`src/rtl/adc_frame_capture.sv`:
```
// Armed capture of one fixed-length ADC frame; sample pairs are sign-extended and packed into 32-bit FIFO words.
// Optional level trigger (trig_level_i, ARMED state) is enabled by defining ADC_FRAME_CAPTURE_TRIG_LEVEL_EN.
module adc_frame_capture #(
  parameter int SAMPLE_W  = 12,
  parameter int FRAME_LEN = 1024,
  parameter int CNT_W     = 11
) (
  input  logic                       clk,
  input  logic                       rst_n,
  input  logic                       arm_i,
  input  logic                       sample_valid_i,
  input  logic [SAMPLE_W-1:0]        sample_data_i,
`ifdef ADC_FRAME_CAPTURE_TRIG_LEVEL_EN
  input  logic signed [SAMPLE_W-1:0] trig_level_i,
`endif
  input  logic                       fifo_full_i,
  input  logic                       clear_status_i,
  output logic                       fifo_wr_en_o,
  output logic [31:0]                fifo_din_o,
  output logic                       busy_o,
  output logic                       done_o,
  output logic                       overflow_o,
  output logic [CNT_W-1:0]           sample_count_o
);

  typedef enum logic [1:0] {
    S_IDLE    = 2'd0,
    S_CAPTURE = 2'd1,
    S_FINISH  = 2'd2,
    S_ARMED   = 2'd3
  } state_t;

  localparam logic [CNT_W-1:0] LAST_IDX = CNT_W'(FRAME_LEN - 1);

  state_t             state_q;
  logic               wr_en_q;
  logic [31:0]        din_q;
  logic               busy_q;
  logic               done_q;
  logic               overflow_q;
  logic [CNT_W-1:0]   count_q;
  logic [15:0]        hold_q;

  logic signed [SAMPLE_W-1:0] s_data;
  logic signed [15:0]         sext;

  assign s_data = sample_data_i;
  assign sext   = 16'(s_data);

`ifdef ADC_FRAME_CAPTURE_TRIG_LEVEL_EN
  logic signed [SAMPLE_W-1:0] prev_q;
  logic                       prev_valid_q;
`endif

  always_ff @(posedge clk or negedge rst_n) begin
    if (!rst_n) begin
      state_q      <= S_IDLE;
      wr_en_q      <= 1'b0;
      din_q        <= '0;
      busy_q       <= 1'b0;
      done_q       <= 1'b0;
      overflow_q   <= 1'b0;
      count_q      <= '0;
      hold_q       <= '0;
`ifdef ADC_FRAME_CAPTURE_TRIG_LEVEL_EN
      prev_q       <= '0;
      prev_valid_q <= 1'b0;
`endif
    end else begin
      wr_en_q <= 1'b0;
      done_q  <= 1'b0;
      // A drop later in this block overrides the clear.
      if (clear_status_i) overflow_q <= 1'b0;

      case (state_q)
        S_IDLE: begin
          if (arm_i) begin
            count_q <= '0;
            busy_q  <= 1'b1;
            hold_q  <= '0;
`ifdef ADC_FRAME_CAPTURE_TRIG_LEVEL_EN
            prev_valid_q <= 1'b0;
            state_q      <= S_ARMED;
`else
            state_q <= S_CAPTURE;
`endif
          end
        end

`ifdef ADC_FRAME_CAPTURE_TRIG_LEVEL_EN
        S_ARMED: begin
          if (sample_valid_i) begin
            // The crossing sample itself becomes index 0 of the frame.
            if (prev_valid_q && (prev_q < trig_level_i) && (trig_level_i <= s_data)) begin
              hold_q  <= sext;
              count_q <= CNT_W'(1);
              state_q <= S_CAPTURE;
            end else begin
              prev_q       <= s_data;
              prev_valid_q <= 1'b1;
            end
          end
        end
`endif

        S_CAPTURE: begin
          if (sample_valid_i) begin
            count_q <= count_q + CNT_W'(1);
            if (!count_q[0]) begin
              hold_q <= sext;
            end else if (fifo_full_i) begin
              overflow_q <= 1'b1;
            end else begin
              wr_en_q <= 1'b1;
              din_q   <= {sext, hold_q};
            end
            if (count_q == LAST_IDX) begin
              state_q <= S_FINISH;
              done_q  <= 1'b1;
            end
          end
        end

        S_FINISH: begin
          busy_q  <= 1'b0;
          state_q <= S_IDLE;
        end

        default: state_q <= S_IDLE;
      endcase
    end
  end

  assign fifo_wr_en_o   = wr_en_q;
  assign fifo_din_o     = din_q;
  assign busy_o         = busy_q;
  assign done_o         = done_q;
  assign overflow_o     = overflow_q;
  assign sample_count_o = count_q;

endmodule

```
`config.mk`:
```
export PLATFORM = sky130hd
export DESIGN_NAME = adc_frame_capture
export DESIGN_NICKNAME = d
export VERILOG_FILES = /design/src/rtl/adc_frame_capture.sv
export SDC_FILE = /design/constraint.sdc
export NUM_CORES = 1
export LEC_CHECK = 0
export CAP_MARGIN = 25
export CORE_MARGIN = 5
export CORE_UTILIZATION = 51
export DETAILED_ROUTE_END_ITERATION = 10
export PLACE_DENSITY = 0.84
export SLEW_MARGIN = 20
export SYNTH_ARGS = -nofsm -noshare
export SYNTH_HDL_FRONTEND = slang
export SYNTH_SLANG_ARGS = --single-unit
```
`constraint.sdc`:
```
create_clock -name clk -period 4.2 [get_ports clk]
set_input_delay 0.63 -clock clk [delete_from_list [all_inputs] [get_ports clk]]
set_output_delay 0.63 -clock clk [all_outputs]
set_load 0.02 [all_outputs]
```
==> flow_summary_export.csv <==
group,metric,value,unit
grt,grt_max_degree,54,
critical_path,path_max_fanout,22,
power_and_ir_drop,powerDensity,730,nW/um2
clocking,cts_buffers,5,
die,die_w,77.8,um
die,core_area,4410,um2
detailed_routing,drc,0,
power_and_ir_drop,ir_drop,442,uV
sta,finClkSkew,0.00886,ns
critical_path,arrival,2.47,ns
detailed_routing,drtPass1Iterations,4,
sta,hold_violations,0,
worst_hold_path,hold_class,"input pin to asynchronous set/reset pin",
die,rows,24,
die,io_pins,65,
grt,grt_overflow_total,0,
critical_path,critPathKind,"input pin to flip-flop",
die,dieHeight,77.8,um
clocking,h-tree-depth,2,
die,initial_core_util,0.531,
sta,slew_headroom,0.371,
die,die_area,6050,um2
detailed_routing,drt_iter0_drc,117,
layout,multi_input_area,850,um2
clocking,ctsLongestPathBuffers,2,
synthesis,yosysTopAreaCell,"dfrtp_1",
synthesis,netlist_instances,193,
clocking,ctsResizeCount,0,
sta,max_freq,438,MHz
grt,antenna_found_initial,0,
clocking,clock_sinks,53,
layout,synthToLayoutAreaGrowth,31.3,%
synthesis,synthTopCellsByArea,"dfrtp_1 (57%), mux2_2 (12%), mux2i_1 (6.8%), nand2_1 (3.2%), buf_4 (2.9%)",
sta,post-route-min-period,2.28,ns
synthesis,syn_area,2340,um2
placed_design,gp_congestion,0.792,
synthesis,synth_seq_cells,53,
layout,drive_gt1_frac,0.155,
clocking,cts_tree,"built",
status,status,"completed",
synthesis,synth_nets,212,
placed_design,hpwlAfterDp,3.42,mm
sta,worst_slack,1.92,ns
critical_path,crit_path_start_kind,"input pin",
detailed_routing,vias_per_cell,5.27,
grt,grt_pass1_vias,1565,
detailed_routing,vias,1601,
layout,fin_nets,270,
layout,fin_area,3080,um2
placed_design,numPortBuffers,64,
synthesis,syn_area_per_cell,12.1,um2
sta,finalSetupViolations,0,
grt,grt_pass1_wl,7.94,mm
synthesis,ys_seq_area_frac,0.566,
detailed_routing,wl_per_cell,15.8,um
clocking,hold_buffers,0,
sta,tns,0,ns
synthesis,synth_cell_types,36,
layout,layout_commonest_cell,"clkdlybuf4s50_1",
critical_path,crit_path_end_kind,"flip-flop",
sta,drv_slew,0,
placed_design,dpl_cell_area,2960,um2
layout,n_antenna_cell,0,
detailed_routing,antenna_left,0,
layout,register_area,1330,um2
sta,worstMarginPinSlew,0.944,ns
clocking,cts_root_buffer,"clkbuf_8",
synthesis,yosysWarnings,0,
layout,fillers,333,
synthesis,yosysTopAreaCellShare,0.566,
detailed_routing,wl,4.80,mm
sta,fin_crit_sh,0.544,
layout,final_cell_mix,"clkdlybuf4s50_1 (63), dfrtp_1 (53), mux2_2 (24), nand2_1 (20), inv_1 (17)",
grt,grt_use_total,0.166,
placed_design,pre_cts_slack,1.60,ns
clocking,post_cts_buffers,0,
power_and_ir_drop,leakage,1.38,nW
flow_run,max_cap_viol_count,0,
clocking,clkLatencyLatePin,0.30,ns
layout,finish.utilization,0.697,
critical_path,required,4.39,ns
clocking,clk_pin_slew,0.09,ns
sta,rsz0062_at_grt,"false",
[kinds of logic (layout without fill, tap and decap cells)]
kind of cell	Yosys count	after routing	synth area share
adders and majority gates	1	1	0.00534
and+or+nand+nor	48	48	0.119
AOI/OAI and AO/OA	18	18	0.0491
buffers and inverters	32	91	0.0726
muxes	40	40	0.184
DFF	53	53	0.566
xor gates and xnor gates	1	1	0.00374
[worst max-delay path, stage by stage]
cell and delay, ns:
clkdlybuf4s50_1 0.62, nand3b_4 0.18, nor3b_4 0.31, buf_4 0.35, mux2_2 0.38
[sequential cells by signal, indices dropped and copies added, names as in the netlist]
signal          count
fifo_din_o         24
hold_q             12
sample_count_o     11
state_q             2
busy_o              1
done_o              1
fifo_wr_en_o        1
overflow_o          1
[report_power, final]
part | internal (mW) | leakage, nW | switching [mW]
Clock | 0.194 | 0.0574 | 0.163
Combinational | 0.525 | 0.680 | 0.482
Sequential | 0.723 | 0.642 | 0.158
Total | 1.44 | 1.38 | 0.804
[per-stage QoR]
stage | hold WS [ns] | total power [mW] | instances
floorplan | 0.334 | 1.45 | 193
global placement | 0.485 | 1.87 | 296
detailed placement | 0.493 | 1.91 | 296
CTS | 0.461 | 2.27 | 304
global route | 0.485 | 2.37 | 304
finish | 0.435 | 2.25 | 304
[synthesized netlist by cell type (all sizes together)]
library cell / instances
nand4: 3
inv: 17
nor3: 1
or3b: 1
or4: 1
and4b: 1
nor4: 1
o41ai: 1
o311ai: 1
a21oi: 5
o21ai: 3
nand3: 2
nor3b: 1
nor2: 5
ha: 1
nand2: 20
mux2: 24
o21bai: 1
buf: 12
and3: 1
and2: 3
and4: 3
o21a: 2
nand4b: 1
a31oi: 2
nand3b: 2
nand2b: 2
o31ai: 2
clkbuf: 3
dfrtp: 53
o211ai: 1
xor2: 1
mux2i: 16
[cell type report]
cell class,instances,area share
well taps,52,0.0212
repair buffers,66,0.212
multi-input cells,108,0.276
clock buffers,6,0.0269
inverters,17,0.0207
clock inverters,2,0.0122
flip-flops and latches,53,0.431
[metal layers]
layer | global-route usage | up-vias | wire [um]
li1 | - | 767 | -
met1 | 0.230 | 786 | 2120
met2 | 0.250 | 46 | 2380
met3 | 0.0463 | 2 | 253
met4 | 0.0550 | 0 | 40
met5 | 0 | - | 0
[worst paths after layout]
kind,startpoint,to,slack (ns),depth (start not counted)
worst min-delay path,rst_n,fifo_din_o[10],0.43,2
min in group clk,sample_count_o[9],sample_count_o[9],0.51,1
worst min register to register,sample_count_o[9],sample_count_o[9],0.51,1
worst max-delay path,sample_valid_i,fifo_din_o[26],1.92,5
worst max register to register,state_q[0],fifo_din_o[26],2.03,4
max in group asynchronous,rst_n,fifo_din_o[26],3.33,2
(Power assumes the default switching activity.)
